<file path="config.mk">
export PLATFORM = sky130hd
export DESIGN_NAME = lpm_concat_packer_flat
export DESIGN_NICKNAME = d
export VERILOG_FILES = /design/src/rtl/lpm_concat_pkg.sv /design/src/rtl/lpm_concat_packer_if.sv /design/src/rtl/lpm_concat_acc.sv /design/src/rtl/lpm_concat_packer.sv /design/src/flat_wrapper.sv
export SDC_FILE = /design/constraint.sdc
export NUM_CORES = 1
export LEC_CHECK = 0
export ABC_AREA = 1
export BUFFER_PORTS_ARGS = -buffer_cell sky130_fd_sc_hd__buf_4
export CORE_MARGIN = 5
export CORE_UTILIZATION = 35
export DETAILED_ROUTE_END_ITERATION = 7
export PLACE_DENSITY = 0.63
export SLEW_MARGIN = 15
export SYNTH_ARGS = -nofsm -noshare
export SYNTH_HDL_FRONTEND = slang
export SYNTH_SLANG_ARGS = --single-unit
</file>
<file path="constraint.sdc">
create_clock -name clock -period 4.16 [get_ports clock]
set_input_delay 0.416 -clock clock [delete_from_list [all_inputs] [get_ports clock]]
set_output_delay 0.416 -clock clock [all_outputs]
set_load 0.005 [all_outputs]
</file>
<file path="src/rtl/lpm_concat_pkg.sv">
// Shared widths and state encoding for the concat packer and its accumulator.
package lpm_concat_pkg;

  localparam logic ST_EMPTY = 1'b0;
  localparam logic ST_FULL  = 1'b1;

  typedef enum logic {
    StEmpty = ST_EMPTY,
    StFull  = ST_FULL
  } state_e;

  function automatic int unsigned out_w(int unsigned in_w, int unsigned ratio,
                                        int unsigned tag_w);
    return tag_w + ratio * in_w;
  endfunction

  function automatic int unsigned cnt_w(int unsigned ratio);
    return $clog2(ratio + 1);
  endfunction

endpackage

</file>
<file path="src/rtl/lpm_concat_packer_if.sv">
// Input/output stream handshake bundle; slave is the packer, master is the driver side.
interface lpm_concat_packer_if
  import lpm_concat_pkg::*;
#(
  parameter int unsigned IN_W  = 24,
  parameter int unsigned RATIO = 4,
  parameter int unsigned TAG_W = 2
) ();

  localparam int unsigned OutW = out_w(IN_W, RATIO, TAG_W);
  localparam int unsigned CntW = cnt_w(RATIO);

  logic             in_valid;
  logic             in_ready;
  logic [IN_W-1:0]  in_data;
  logic             in_last;
  logic [TAG_W-1:0] in_tag;
  logic             out_valid;
  logic             out_ready;
  logic [OutW-1:0]  out_data;
  logic [CntW-1:0]  out_count;
  logic             out_last;

  modport master (
    output in_valid, in_data, in_last, in_tag, out_ready,
    input  in_ready, out_valid, out_data, out_count, out_last
  );

  modport slave (
    input  in_valid, in_data, in_last, in_tag, out_ready,
    output in_ready, out_valid, out_data, out_count, out_last
  );

endinterface

</file>
<file path="src/rtl/lpm_concat_acc.sv">
// Slot-indexed word accumulator with word counter and tag capture; presents the
// pack that would complete with the currently offered word.
module lpm_concat_acc
  import lpm_concat_pkg::*;
#(
  parameter int unsigned IN_W  = 24,
  parameter int unsigned RATIO = 4,
  parameter int unsigned TAG_W = 2,
  localparam int unsigned CntW = cnt_w(RATIO),
  localparam int unsigned OutW = out_w(IN_W, RATIO, TAG_W)
) (
  input  logic             clock,
  input  logic             resetn,
  input  logic             accept,
  input  logic [IN_W-1:0]  in_data,
  input  logic             in_last,
  input  logic [TAG_W-1:0] in_tag,
  output logic [CntW-1:0]  cnt,
  output logic             done,
  output logic [OutW-1:0]  pack,
  output logic [CntW-1:0]  pack_count
);

  localparam int unsigned    SlotsW = RATIO * IN_W;
  localparam logic [CntW-1:0] CntMax = CntW'(RATIO - 1);

  logic [SlotsW-1:0] acc_q, acc_d;
  logic [CntW-1:0]   cnt_q;
  logic [TAG_W-1:0]  tag_q, tag_d;

  always_comb begin
    acc_d = acc_q;
    for (int unsigned k = 0; k < RATIO; k++) begin
      if (cnt_q == CntW'(k)) acc_d[(RATIO-1-k)*IN_W +: IN_W] = in_data;
    end
    // First word of a pack supplies the tag directly, so single-word packs see it too.
    tag_d = (cnt_q == '0) ? in_tag : tag_q;
    done  = accept && ((cnt_q == CntMax) || in_last);
  end

  assign pack       = {tag_d, acc_d};
  assign pack_count = cnt_q + CntW'(1);
  assign cnt        = cnt_q;

  always_ff @(posedge clock) begin
    if (!resetn) begin
      acc_q <= '0;
      cnt_q <= '0;
      tag_q <= '0;
    end else if (accept) begin
      if (done) begin
        acc_q <= '0;
        cnt_q <= '0;
      end else begin
        acc_q <= acc_d;
        cnt_q <= cnt_q + CntW'(1);
        tag_q <= tag_d;
      end
    end
  end

endmodule

</file>
<file path="src/rtl/lpm_concat_packer.sv">
// Packs RATIO narrow words plus a tag into one wide word; holds the output register,
// the EMPTY/FULL control state and the input-side ready.
module lpm_concat_packer
  import lpm_concat_pkg::*;
#(
  parameter int unsigned IN_W  = 24,
  parameter int unsigned RATIO = 4,
  parameter int unsigned TAG_W = 2
) (
  input logic                clock,
  input logic                resetn,
  lpm_concat_packer_if.slave bus
);

  localparam int unsigned    CntW   = cnt_w(RATIO);
  localparam int unsigned    OutW   = out_w(IN_W, RATIO, TAG_W);
  localparam logic [CntW-1:0] CntMax = CntW'(RATIO - 1);

  state_e          state_q;
  logic [OutW-1:0] out_data_q;
  logic [CntW-1:0] out_count_q;
  logic            out_last_q;

  logic            accept;
  logic            done;
  logic [CntW-1:0] cnt;
  logic [OutW-1:0] pack;
  logic [CntW-1:0] pack_count;

  // A completing word may only enter when the output slot is free or freeing.
  assign bus.in_ready = (state_q == StEmpty) || bus.out_ready ||
                        ((cnt != CntMax) && !bus.in_last);
  assign accept       = bus.in_valid && bus.in_ready;

  lpm_concat_acc #(
    .IN_W  (IN_W),
    .RATIO (RATIO),
    .TAG_W (TAG_W)
  ) u_acc (
    .clock      (clock),
    .resetn     (resetn),
    .accept     (accept),
    .in_data    (bus.in_data),
    .in_last    (bus.in_last),
    .in_tag     (bus.in_tag),
    .cnt        (cnt),
    .done       (done),
    .pack       (pack),
    .pack_count (pack_count)
  );

  always_ff @(posedge clock) begin
    if (!resetn) begin
      state_q     <= StEmpty;
      out_data_q  <= '0;
      out_count_q <= '0;
      out_last_q  <= 1'b0;
    end else begin
      if (done) begin
        out_data_q  <= pack;
        out_count_q <= pack_count;
        out_last_q  <= bus.in_last;
      end
      unique case (state_q)
        StEmpty: if (done) state_q <= StFull;
        StFull:  if (!done && bus.out_ready) state_q <= StEmpty;
        default: state_q <= StEmpty;
      endcase
    end
  end

  assign bus.out_valid = (state_q == StFull);
  assign bus.out_data  = out_data_q;
  assign bus.out_count = out_count_q;
  assign bus.out_last  = out_last_q;

endmodule
</file>
<file path="src/flat_wrapper.sv">
// flat-port wrapper written by rule: the top's interface ports become plain ports
module lpm_concat_packer_flat import lpm_concat_pkg::*;
#(
  parameter int unsigned IN_W  = 24,
  parameter int unsigned RATIO = 4,
  parameter int unsigned TAG_W = 2
)
  (clock, resetn, bus_in_valid, bus_in_data, bus_in_last, bus_in_tag, bus_out_ready, bus_in_ready, bus_out_valid, bus_out_data, bus_out_count, bus_out_last);
  lpm_concat_packer_if #(.IN_W(IN_W), .RATIO(RATIO), .TAG_W(TAG_W)) bus_i ();
  input logic clock;
  input logic resetn;
  input wire logic [$bits(bus_i.in_valid)-1:0] bus_in_valid;
  input wire logic [$bits(bus_i.in_data)-1:0] bus_in_data;
  input wire logic [$bits(bus_i.in_last)-1:0] bus_in_last;
  input wire logic [$bits(bus_i.in_tag)-1:0] bus_in_tag;
  input wire logic [$bits(bus_i.out_ready)-1:0] bus_out_ready;
  output wire logic [$bits(bus_i.in_ready)-1:0] bus_in_ready;
  output wire logic [$bits(bus_i.out_valid)-1:0] bus_out_valid;
  output wire logic [$bits(bus_i.out_data)-1:0] bus_out_data;
  output wire logic [$bits(bus_i.out_count)-1:0] bus_out_count;
  output wire logic [$bits(bus_i.out_last)-1:0] bus_out_last;
  assign bus_i.in_valid = bus_in_valid;
  assign bus_i.in_data = bus_in_data;
  assign bus_i.in_last = bus_in_last;
  assign bus_i.in_tag = bus_in_tag;
  assign bus_i.out_ready = bus_out_ready;
  assign bus_in_ready = bus_i.in_ready;
  assign bus_out_valid = bus_i.out_valid;
  assign bus_out_data = bus_i.out_data;
  assign bus_out_count = bus_i.out_count;
  assign bus_out_last = bus_i.out_last;
  lpm_concat_packer #(.IN_W(IN_W), .RATIO(RATIO), .TAG_W(TAG_W)) u_core (.clock(clock), .resetn(resetn), .bus(bus_i));
endmodule
</file>
==> results of run 1 <==
==> metrics by stage <==
stage / area [um^2] / hold WS [ps] / total power, mW
finish: 12600 / 198 / 5.03
CTS: 12600 / 184 / 5.08
floorplan: 10600 / 440 / 2.55
global placement: 11700 / 448 / 2.83
global route: 12600 / 215 / 5.25
detailed placement: 11700 / 452 / 2.84
==> state kept, by name, indices dropped and copies added, names as in the netlist <==
signal and count:
u_core.u_acc.acc_q 96, u_core.bus.out_count 3, u_core.u_acc.tag_q 2, u_core.bus.out_valid 1, u_core.u_acc.cnt 3, u_core.bus.out_last 1, u_core.bus.out_data 98
==> logic make-up after synthesis <==
group	count (synthesis)	synth area share
AND/OR/NAND/NOR	1033	0.376
buffers and inverters	421	0.159
AO/OA/AOI/OAI	153	0.0724
flip-flops	204	0.386
adder cells (fa/ha/maj)	5	0.00592
==> worst min-delay path: stages <==
cell and delay (ps):
buf_4 120, nand3_1 70, a21oi_1 50
==> cell type report <==
class | instances | area, um^2 | area share
multi-input combinational | 1191 | 4820 | 0.384
sequential | 204 | 4080 | 0.325
inverter | 313 | 1180 | 0.0937
timing repair buffer | 150 | 1140 | 0.0907
clock buffer | 36 | 727 | 0.0579
tap | 390 | 488 | 0.0389
clock inverter | 8 | 119 | 0.00947
==> worst max-delay path by stage <==
stage,end,slack (ps),cells past startpoint
6_report,u_core.bus.out_data[27],860,9
5_1_grt,u_core.bus.out_data[27],480,9
4_1_cts,u_core.bus.out_data[27],1110,9
3_5_place_dp,u_core.bus.out_data[27],1140,9
3_3_place_gp,u_core.bus.out_data[27],1210,9
2_1_floorplan,u_core.u_acc.acc_q[43],2310,12
==> per-layer routing <==
metal  up-vias  GRT usage  share of wire
met4         0     0.0609          0.031
li1       5439          -              -
met5         -          0              0
met2       337      0.284           0.43
met1      4590      0.257           0.46
met3        66     0.0390          0.077
==> synthesized netlist by cell type <==
master    instances  area, um^2
nor2_1          111         417
o21ai_0          51         255
nand2_2           1        6.26
nor2_2            1        6.26
buf_4             8        60.1
inv_2             2        7.51
nand3_1          75         375
inv_1           310        1160
buf_2            59         295
dfxtp_1         204        4080
buf_1             7        26.3
a21oi_1         102         510
clkinv_1          1        3.75
ha_1              5        62.6
nand2_1         845        3170
clkbuf_1         34         128
==> power by group <==
| group | total (mW) | internal [mW] | switching, mW |
|---|---|---|---|
| clock | 2.24 | 1.39 | 0.847 |
| combinational | 0.702 | 0.251 | 0.451 |
| sequential | 2.09 | 2.04 | 0.0493 |
| total | 5.03 | 3.68 | 1.35 |
==> flow_metrics.py, run 1 <==
metrics = {
    "setup_path": {
        "crit_chain": "ha_1 > ha_1 > inv_2 > nand2_1 > nand3_4 > clkinv_2 > nand2_1 > nand2_1 > nor2_1",
        "crit_path_end_kind": "flip-flop",
        "cp_slowest_cell": "clkinv_2",
        "crit_required_ps": 4600,
        "startpoint_type": "flip-flop",
        "arrival_ps": 3740,
        "critical-path-top-delay-family": "buffers and inverters",
        "crit_type": "reg2reg",
        "crit_top_cell": "nand2_1",
        "cp-startpoint": "u_core.u_acc.cnt[1]",
        "r2r-start": "u_core.u_acc.cnt[1]",
        "r2r_slack_ps": 860,
        "critPathMaxFanout": 74,
        "r2r_cells": 9,
        "max_stage_delay_ps": 850,
        "r2r-end": "u_core.bus.out_data[27]",
        "cp.buffers_inverters": 2,
    },
    "grt": {
        "grt_overflow": 0,
        "grt_max_degree": 101,
        "gr-usage-all-layers": 0.184,
        "grt_pass1_vias": 9417,
        "antenna_found_initial": 0,
        "grt_pass1_wl_um": 50800,
    },
    "clock_network": {
        "cts_buffers": 24,
        "cts_setup_buffers": 0,
        "clk_latency_ps": 520,
        "clkTransAtPathRegs_ps": 60,
        "cts_max_level": 1,
        "cts_resized": 0,
        "clockBufferDepth": 3,
        "cts_tree": "built",
        "root_buffer": "clkbuf_16",
        "cts_hold_buf": 0,
        "cts_sinks": 204,
    },
    "synthesis": {
        "ys_seq_elements": 204,
        "yosysWarnings": 0,
        "seq_area_frac_synth": 0.386,
        "synthCells": 1816,
        "syn_area_um2": 10600,
        "syn_nets": 1852,
        "syn_area_per_cell_um2": 5.82,
        "yosysUniqueCellTypes": 16,
    },
    "route": {
        "drtIter0Drc": 863,
        "ant_nets": 0,
        "wl_per_cell_um": 14.1,
        "num_vias": 10400,
        "viasPerCell": 4.55,
        "wl_um": 32300,
        "dr.pass1.iters": 7,
        "drc_errors": 0,
    },
    "sta": {
        "slew_viol_final": 0,
        "report.final.setup_viol": 0,
        "setup_tns_ps": 0,
        "worst_pin_slew_ps": 1180,
        "period_share": 0.793,
        "worst_slack_ps": 860,
        "maxSlewHeadroom": 0.212,
        "clock_skew_ps": 24.8,
        "fmax_mhz": 303,
        "period_needed_ps": 3300,
        "rsz0062_at_grt": "no",
        "timing_hold_violations_final": 0,
    },
    "run": {
        "drv_cap": 0,
    },
    "worst_hold_path": {
        "worstHoldStart": "bus_in_last",
        "hold_class": "in2reg",
        "hold_end": "u_core.bus.out_last",
        "min_path_cells": 3,
    },
    "layout": {
        "synthToLayoutAreaGrowth_pct": 18.7,
        "final_cell_mix": "nand2_1 (845), inv_1 (308), dfxtp_1 (204)",
        "stdcell_count": 2292,
        "layout-drive-gt1-share": 0.105,
        "nFillCells": 3156,
        "fin_nets": 1920,
        "final_util": 0.422,
        "diodes": 0,
        "final_common_cell": "nand2_1",
    },
    "die": {
        "die_y_um": 184,
        "die_area_um2": 33800,
        "core-area_um2": 29700,
        "num_rows": 63,
        "die_w_um": 184,
        "start_util": 0.356,
        "io_pins": 135,
    },
    "power_and_ir_drop": {
        "p_leak_nw": 6.33,
        "power_density_nw_per_um2": 400,
        "vdd_ir_drop_max_uv": 265,
    },
    "placement": {
        "finalWeightedCongestion": 0.843,
        "hpwl_um": 21200,
        "placedCellCount": 2248,
        "place_worst_setup_slack_ps": 1140,
        "portBuffers": 134,
    },
    "run_status": {
        "status": "completed",
    },
}
Power figures use the tool's default switching activity.
==> run 2: changes to the inputs <==
PLACE_DENSITY = 0.65   (was 0.63)
clock period = 2.7 ns   (was 4.16 ns; I/O delays follow)
==> run 2 against run 1 <==
  * Cell count is 0.13% higher
  * Via count is 2.0% higher
  * Hold slack got worse by 130 ps
  * Setup slack lost 490 ps
  * Global-route usage up 0.091 points
  * Wire length rose by 0.16%
  * Critical endpoint is now u_core.u_acc.acc_q[36]
  * Largest cell class unchanged
==> flow_metrics.py, run 2 (same netlist as run 1, synthesis figures left out) <==
metrics = {
    "clock_network": {
        "cts_max_level": 1,
        "cts_sinks": 204,
        "clkTransAtPathRegs_ps": 60,
        "cts_tree": "built",
        "cts_resized": 0,
        "clk_latency_ps": 520,
        "cts_setup_buffers": 0,
        "cts_hold_buf": 0,
        "root_buffer": "clkbuf_16",
        "clockBufferDepth": 3,
        "cts_buffers": 24,
    },
    "layout": {
        "largest_reg_flops": 98,
        "fin_nets": 1927,
        "nFillCells": 3188,
        "diodes": 0,
        "final_cell_mix": "nand2_1 (845), inv_1 (308), dfxtp_1 (204)",
        "synthToLayoutAreaGrowth_pct": 18.4,
        "multi_input_area_um2": 4820,
        "layout-drive-gt1-share": 0.103,
        "layout.area.seq_um2": 4080,
        "final_common_cell": "nand2_1",
    },
    "power_and_ir_drop": {
        "sw_frac_of_total": 0.277,
        "p_leak_nw": 6.32,
        "p_comb_frac": 0.148,
        "switchingPower_mw": 2.04,
        "power_density_nw_per_um2": 589,
        "vdd_ir_drop_max_uv": 436,
        "seq_power_share": 0.436,
        "power.total_mw": 7.37,
        "pwr-share-clk": 0.416,
        "internal_power_mw": 5.33,
    },
    "setup_path": {
        "crit_required_ps": 3130,
        "crit_path_end_kind": "flip-flop",
        "crit_type": "reg2reg",
        "startpoint_type": "flip-flop",
        "critPathMaxFanout": 99,
        "arrival_ps": 2770,
    },
    "placement": {
        "portBuffers": 134,
        "hpwl_um": 21700,
        "finalWeightedCongestion": 0.839,
    },
    "die": {
        "io_pins": 135,
        "die_y_um": 184,
        "die_area_um2": 33800,
        "start_util": 0.356,
        "core-area_um2": 29700,
        "die_w_um": 184,
        "num_rows": 63,
    },
    "sta": {
        "setup_tns_ps": 0,
        "worst_pin_slew_ps": 1130,
        "rsz0062_at_grt": "no",
        "slew_viol_final": 0,
        "period_share": 0.864,
        "clock_skew_ps": 17.4,
        "timing_hold_violations_final": 0,
        "maxSlewHeadroom": 0.248,
        "timing.hold.ws_ps": 72.7,
        "report.final.setup_viol": 0,
        "fmax_mhz": 429,
        "period_needed_ps": 2330,
    },
    "grt": {
        "antenna_found_initial": 0,
        "grt_overflow": 0,
        "grt_pass1_vias": 9406,
        "gr-usage-all-layers": 0.185,
        "grt_pass1_wl_um": 51100,
        "grt_max_degree": 131,
    },
    "route": {
        "wl_um": 32300,
        "drc_errors": 0,
        "dr.pass1.iters": 5,
        "wl_per_cell_um": 14.1,
        "ant_nets": 0,
        "num_vias": 10600,
        "viasPerCell": 4.64,
        "drtIter0Drc": 1083,
    },
    "worst_hold_path": {
        "hold_class": "in2reg",
    },
    "run": {
        "drv_cap": 0,
    },
    "run_status": {
        "status": "completed",
    },
}
## run 2: changes by cell type in the layout (fill, tap and decap cells not counted), sizes merged
cell      delta
buf          +7
clkinv       -4
bufinv       -3
clkbuf       +1
clkinvlp     +1
inv          +1
## run 2: layout make-up
cell class                 instances  share of cell area
clock inverter                     3             0.00140
timing repair buffer             157              0.0981
inverter                         313              0.0938
sequential                       204               0.326
clock buffer                      37              0.0568
tap                              390              0.0390
multi-input combinational       1191               0.385
## run 2: layer usage
metal,vias up,global-route usage,share of wire
li1,5444,-,-
met1,4775,0.264,0.46
met3,57,0.0273,0.072
met2,363,0.292,0.44
met5,-,0,0
met4,0,0.0512,0.026
## run 2: critical path, cell delays in order (launching register included)
cell	delay [ps]
dfxtp_1	380
ha_1	170
ha_1	160
inv_2	40
nand2_1	120
nand2_1	120
nand2_2	60
buf_4	810
nand2_1	150
a21oi_1	170
## run 2: final timing paths
| kind | from | to | slack, ps | depth (start not counted) |
|---|---|---|---|---|
| worst min-delay path | bus_in_last | u_core.bus.out_last | 70 | 3 |
| worst max-delay path | u_core.u_acc.cnt[0] | u_core.u_acc.acc_q[36] | 370 | 9 |
| worst max register to register | u_core.u_acc.cnt[0] | u_core.u_acc.acc_q[36] | 370 | 9 |
| worst min register to register | u_core.u_acc.acc_q[21] | u_core.u_acc.acc_q[21] | 460 | 2 |
## run 2: power groups by stage
stage / clock (mW) / sequential [mW] / combinational [mW]
6_report: 3.07 / 3.22 / 1.09
3_3_place_gp: 0 / 3.28 / 1.09
5_1_grt: 3.26 / 3.23 / 1.23
4_1_cts: 3.14 / 3.22 / 1.10
3_5_place_dp: 0 / 3.28 / 1.09
2_1_floorplan: 0 / 3.28 / 0.646
## run 2: per-stage QoR
stage	instance area (um^2)	util	cells	setup WS, ps
global placement	11800	0.397	2255	498
global route	12500	0.421	2295	192
finish	12500	0.421	2295	367
detailed placement	11800	0.397	2255	435
CTS	12500	0.421	2295	443
floorplan	10600	-	1816	847
